$ cat config.mk
export PLATFORM = sky130hd
export DESIGN_NAME = serial_sum_splitter
export DESIGN_NICKNAME = d
export VERILOG_FILES = /design/src/rtl/serial_sum_splitter.sv
export SDC_FILE = /design/constraint.sdc
export NUM_CORES = 1
export LEC_CHECK = 0
export BUFFER_PORTS_ARGS = -buffer_cell sky130_fd_sc_hd__buf_2
export CORE_ASPECT_RATIO = 1.2
export CORE_MARGIN = 3
export CORE_UTILIZATION = 58
export DETAILED_ROUTE_END_ITERATION = 12
export PLACE_DENSITY_LB_ADDON = 0.25
export SLEW_MARGIN = 5
export SYNTH_ARGS = -nofsm -noshare
export SYNTH_HDL_FRONTEND = slang
export SYNTH_SLANG_ARGS = --single-unit
$ cat constraint.sdc
create_clock -name clk -period 3 [get_ports clk]
set_input_delay 0.15 -clock clk [delete_from_list [all_inputs] [get_ports clk]]
set_output_delay 0.15 -clock clk [all_outputs]
set_load 0.02 [all_outputs]
$ cat src/rtl/serial_sum_splitter.sv
`default_nettype none
// +--------------------------------------------------------------------------+
// | serial_sum_splitter: recovers b = s - a bit-serially (LSB first) behind  |
// | valid/ready handshakes, flagging pairs with no legal b.   Rev 1.0        |
// +--------------------------------------------------------------------------+
module serial_sum_splitter #(
  parameter int AW = 4,
  parameter int SW = AW + 1
) (
  input  logic          clk,
  input  logic          rst_n,
  input  logic          in_valid,
  output logic          in_ready,
  input  logic [SW-1:0] s,
  input  logic [AW-1:0] a,
  output logic          out_valid,
  input  logic          out_ready,
  output logic [AW-1:0] b,
  output logic          err
);

  localparam int CNT_W = $clog2(SW + 1);
  localparam logic [CNT_W-1:0] c_last = CNT_W'(SW - 1);

  typedef enum logic [1:0] {
    IDLE  = 2'd0,
    SHIFT = 2'd1,
    DONE  = 2'd2
  } state_t;

  state_t           r_state,     w_state_nxt;
  logic [SW-1:0]    r_s,         w_s_nxt;
  logic [SW-1:0]    r_a,         w_a_nxt;
  logic [SW-1:0]    r_diff,      w_diff_nxt;
  logic             r_borrow,    w_borrow_nxt;
  logic [CNT_W-1:0] r_cnt,       w_cnt_nxt;
  logic [AW-1:0]    r_b,         w_b_nxt;
  logic             r_err,       w_err_nxt;
  logic             r_out_valid, w_out_valid_nxt;
  logic             r_in_ready,  w_in_ready_nxt;
  logic             w_dbit;
  logic             w_borrow_bit;

  assign w_dbit       = r_s[0] ^ r_a[0] ^ r_borrow;
  assign w_borrow_bit = (~r_s[0] & (r_a[0] | r_borrow)) | (r_a[0] & r_borrow & r_s[0]);

  always_comb begin
    w_state_nxt     = r_state;
    w_s_nxt         = r_s;
    w_a_nxt         = r_a;
    w_diff_nxt      = r_diff;
    w_borrow_nxt    = r_borrow;
    w_cnt_nxt       = r_cnt;
    w_b_nxt         = r_b;
    w_err_nxt       = r_err;
    w_out_valid_nxt = r_out_valid;
    w_in_ready_nxt  = r_in_ready;
    case (r_state)
      IDLE: begin
        if (in_valid && r_in_ready) begin
          w_s_nxt        = s;
          w_a_nxt        = SW'(a);
          w_borrow_nxt   = 1'b0;
          w_cnt_nxt      = '0;
          w_in_ready_nxt = 1'b0;
          w_state_nxt    = SHIFT;
        end
      end
      SHIFT: begin
        // Operands rotate rather than shift so they return intact after SW steps.
        w_s_nxt      = {r_s[0], r_s[SW-1:1]};
        w_a_nxt      = {r_a[0], r_a[SW-1:1]};
        w_diff_nxt   = {w_dbit, r_diff[SW-1:1]};
        w_borrow_nxt = w_borrow_bit;
        w_cnt_nxt    = r_cnt + CNT_W'(1);
        if (r_cnt == c_last) begin
          w_state_nxt = DONE;
        end
      end
      DONE: begin
        if (!r_out_valid) begin
          w_b_nxt         = r_diff[AW-1:0];
          w_err_nxt       = r_borrow | r_diff[SW-1];
          w_out_valid_nxt = 1'b1;
        end else if (out_ready) begin
          w_out_valid_nxt = 1'b0;
          w_in_ready_nxt  = 1'b1;
          w_state_nxt     = IDLE;
        end
      end
      default: begin
        w_state_nxt = IDLE;
      end
    endcase
  end

  always_ff @(posedge clk or negedge rst_n) begin
    if (!rst_n) begin
      r_state     <= IDLE;
      r_s         <= '0;
      r_a         <= '0;
      r_diff      <= '0;
      r_borrow    <= 1'b0;
      r_cnt       <= '0;
      r_b         <= '0;
      r_err       <= 1'b0;
      r_out_valid <= 1'b0;
      r_in_ready  <= 1'b1;
    end else begin
      r_state     <= w_state_nxt;
      r_s         <= w_s_nxt;
      r_a         <= w_a_nxt;
      r_diff      <= w_diff_nxt;
      r_borrow    <= w_borrow_nxt;
      r_cnt       <= w_cnt_nxt;
      r_b         <= w_b_nxt;
      r_err       <= w_err_nxt;
      r_out_valid <= w_out_valid_nxt;
      r_in_ready  <= w_in_ready_nxt;
    end
  end

  always_ff @(posedge clk) begin
    if (rst_n && r_state == DONE && r_out_valid && !r_err) begin
      assert ((r_a + SW'(r_b)) == r_s)
        $info("serial_sum_splitter: Pass a+b==s (a=%0d b=%0d s=%0d)", r_a, r_b, r_s);
      else
        $error("serial_sum_splitter: a+b!=s (a=%0d b=%0d s=%0d)", r_a, r_b, r_s);
    end
    if (rst_n) begin
      assert (!(r_out_valid && r_in_ready))
        else $error("serial_sum_splitter: out_valid and in_ready both high");
    end
  end

  assign in_ready  = r_in_ready;
  assign out_valid = r_out_valid;
  assign b         = r_b;
  assign err       = r_err;

endmodule
`default_nettype wire

# Word level (Yosys, flattened, before mapping)
# Index checks and enable logic that the tools add are counted.
# word_totals
ff_bits,28
inputBits,13
output_inout_bits,7
elab_cells,54
# classes
add_sub_neg,1
eq_ne,7
muxes,18
n_bitwise,10
reduce_logical,8
# ops
op,n
one-hot mux 5 bit (2 select lines),2
2-to-1 mux 5 bit,2
2-to-1 mux 2 bit,4
"inequality test 2 bit, second input constant",4
AND reduction 4 bit,2
one-hot mux 2 bit (3 select lines),1
one-hot mux 3 bit (2 select lines),1
2-to-1 mux 1 bit,5
one-hot mux 1 bit (2 select lines),2
AND reduction 2 bit,2
nonzero test 2 bit,2
"adder 3 x 1 -> 3 bit, second input constant",1
bitwise AND 1 bit,3
"equality test 3 bit, second input constant",1
2-to-1 mux 3 bit,1
OR 1 bit,3
"equality test 2 x 1 -> 1 bit, second input constant",1
"equality test 2 bit, second input constant",1
zero test 2 bit,1
NOT 1 bit,2
bitwise XOR 1 bit,2
logical AND 1 bit,1

# Logic depth before layout (Yosys ltp)
# logic_depth
ltp_word,4
ltp_mapped,6
mapped_depth_nobuf,4

# Worst setup path before layout
# No wires, ideal clock.
# synth_timing
path_type,reg2reg
startpoint,register r_in_ready (netlist: in_ready)
endpoint,register r_cnt[2]
arrival_ns,1.232
required_ns,2.878
setup_slack_ns,1.646
stages_incl_launch_ff,5
n_path_buf,1
path_cell_list,dfstp_2 a21oi_1 or2_2 buf_6 o2bb2ai_1
# synth_between
elab_chain_cells,3
# synth_lines
item,line,text
from (decl),40,"logic r_in_ready, w_in_ready_nxt;"
from (signal assigned),119,r_in_ready <= w_in_ready_nxt;
logical AND 1 bit,60,if (in_valid && r_in_ready) begin
inequality test 2 bit (no line),--,
AND reduction 2 bit (no line),--,
to (signal assigned),115,r_cnt <= w_cnt_nxt;
to (decl),36,"logic [CNT_W-1:0] r_cnt, w_cnt_nxt;"
# Every way passes these cells.
# A chain may end at the register's enable or synchronous reset.

# Final worst setup path
# layout_timing
startpoint,register r_state[1]
endpoint,register r_diff[0]
# layout_between
elab_chain_cells,1
# layout_lines
item,line,text
from (decl),31,"state_t r_state, w_state_nxt;"
from (signal assigned),110,r_state <= w_state_nxt;
equality test 2 x 1 -> 1 bit,58,case (r_state)
to (signal assigned),113,r_diff <= w_diff_nxt;
to (decl),34,"logic [SW-1:0] r_diff, w_diff_nxt;"
# Every way passes these cells.

==> impl_metrics.tcl <==
set metrics [dict create \
    area_delta_synth_final_pct 10.8 \
    tightestPinTransition_ps 804 \
    cp.arrival_ps 2080 \
    cts_sinks 28 \
    path_clk_slew_ps 150 \
    antenna_found_initial 0 \
    fin_crit_sh_pct 61.7 \
    cp-end-kind "flip-flop" \
    timing.slew.headroom_pct 46.4 \
    hold_path_class "input port to flip-flop" \
    insertion_delay_ps 330 \
    clockRootBuffer "clkbuf_4" \
    drt_pass1_iterations 5 \
    hold_violations 0 \
    cts_repair_resize_count 0 \
    fillers 161 \
    synthesis.area_sq_um 1280 \
    htree_levels 1 \
    path_cells "nand2b_1, mux2_2" \
    grt_pass1_wl_microns 3680 \
    wl_microns 2080 \
    vdd_drop_max_mv 0.655 \
    avgSynthCellArea_sq_um 11.7 \
    cts_hold_buf 1 \
    path_max_fanout 18 \
    ys_seq_elements 28 \
    cpPeakStageDelay_ps 700 \
    cts_tree "done" \
    seq_area_frac_synth_pct 54.9 \
    fp.coreArea_sq_um 2070 \
    finalSetupViolCount 0 \
    layout_commonest_cell "dfrtp_1" \
    ios 20 \
    fp.dieH_microns 57.4 \
    final_antenna_net_count 0 \
    fin_nets 143 \
    slew_viol_final 0 \
    cts-buffers-inserted 3 \
    rsz0062_at_grt "no" \
    n_antenna_cell 0 \
    initial_core_util_pct 61.7 \
    routed_via_density 5.39 \
    power_leakage_nw 0.704 \
    grt_use_total_pct 16.9 \
    p_per_area_nw_per_um2 1010 \
    rows 18 \
    hold_slack_ps 79.3 \
    dieWidth_microns 48.8 \
    grt_max_degree 29 \
    dieArea_sq_um 2800 \
    drive_gt1_share_pct 26.8 \
    worstPathRequired_ps 3230 \
    status "complete, no violations" \
    hpwlAfterDp_microns 1470 \
    grt_pass1_vias 828 \
    start_kind "flip-flop" \
    drcViolationCount 0 \
    fin_crit_ps 1850 \
    ys_warn_count 0 \
    vias 847 \
    crit_slowest_cell "nand2b_1" \
    post_cts_buffers 0 \
    cap_violations 0 \
    critical_path_class "flip-flop to flip-flop" \
    synth_nets 124 \
    gr-total-overflow 0 \
    mostFrequentLayoutCells "dfrtp_1 (27), buf_2 (19), o21ai_0 (16)" \
    skew_ps 5.90 \
    place.gp.congestion 0.705 \
    ys_types 27 \
    fin_tns_setup_ps 0 \
    first_iter_violations 21 \
    clockBufferDepth 2 \
    wire_per_inst_microns 13.2 \
    syn_inst 109 \
    max_freq_mhz 540 \
    io_buffers 19 \
]
-- worst max-delay path: cells and delay by family, from the launching register on --
family | cells | cell delay, ps
AND/OR/NAND/NOR | 1 | 700
flip-flops | 1 | 640
multiplexers | 1 | 410
-- per-stage QoR --
stage / std cells / power, mW / worst slack [ps] / utilization, % / instance area, sq um
3_5_place_dp: 152 / 1.19 / 1180 / 65.3 / 1350
3_3_place_gp: 152 / 1.16 / 1210 / 65.3 / 1350
6_report: 157 / 1.43 / 1150 / 68.3 / 1420
4_1_cts: 157 / 1.44 / 1140 / 68.3 / 1420
2_1_floorplan: 109 / 1.09 / 1650 / - / 1280
5_1_grt: 157 / 1.54 / 995 / 68.3 / 1420
-- path summary, 6_finish.rpt --
check / startpoint / to / slack, ps / cells after the start
min in group asynchronous: rst_n / r_a[1] / 340 / 2
setup reg to reg: r_state[1] / r_diff[0] / 1150 / 2
max in group asynchronous: rst_n / r_a[2] / 2270 / 2
hold / removal: s[1] / r_s[1] / 80 / 3
setup / recovery: r_state[1] / r_diff[0] / 1150 / 2
hold reg to reg: b[1] / b[1] / 520 / 1
-- metal layers --
layer | vias up | track usage [%] | wire, microns
met2 | 26 | 28.3 | 988
met5 | - | 0 | 0
li1 | 415 | - | -
met1 | 402 | 22.5 | 970
met4 | 0 | 6.10 | 25
met3 | 4 | 2.35 | 91
-- cells in the mapped netlist --
master / n / area (sq um)
xor2_1: 1 / 8.76
a21oi_1: 4 / 20.0
nor2b_1: 1 / 6.26
a31oi_1: 1 / 6.26
nor2_1: 3 / 11.3
ha_1: 2 / 25.0
nor3b_4: 1 / 18.8
o21ai_1: 9 / 45.0
inv_1: 7 / 26.3
dfrtp_1: 27 / 676
o21ai_0: 16 / 80.1
a22o_1: 3 / 26.3
nand2b_1: 1 / 6.26
nor3b_1: 1 / 7.51
xnor2_1: 1 / 8.76
or2_2: 1 / 6.26
buf_6: 2 / 22.5
mux2_2: 8 / 90.1
dfstp_2: 1 / 26.3
clkbuf_1: 2 / 7.51
nand2_1: 3 / 11.3
buf_4: 1 / 7.51
buf_12: 1 / 20.0
maj3_1: 1 / 10.0
nand3_1: 1 / 5.00
o2bb2ai_1: 1 / 8.76
mux2i_1: 9 / 90.1
-- final cells by class --
type / instances / area (sq um) / share of cell area [%]
Tap cell: 30 / 37.5 / 2.65
Sequential cell: 28 / 702 / 49.6
Multi-Input combinational cell: 68 / 492 / 34.7
Timing Repair Buffer: 20 / 105 / 7.43
Clock buffer: 3 / 22.5 / 1.59
Clock inverter: 1 / 30.0 / 2.12
Inverter: 7 / 26.3 / 1.86
-- where the power goes --
group | internal (mW) | leakage (nW) | switching [mW]
sequential | 0.543 | 0.352 | 0.136
combinational | 0.236 | 0.324 | 0.262
clock | 0.135 | 0.0279 | 0.113
-- logic make-up after synthesis --
family,share of synthesized area (%)
AOI/OAI and AO/OA,14.6
xor gates and xnor gates,1.37
adders and majority gates,2.74
buffers and inverters,6.56
DFF,54.9
muxes,14.1
and+or+nand+nor,5.68
-- state kept, by name, summed over array words and instances, names as in the netlist --
name,cells
b,4
out_valid,1
r_a,5
r_state,2
err,1
r_s,5
r_borrow,1
in_ready,1
r_cnt,3
r_diff,5
Note: power is estimated with default switching activity, not from simulation.
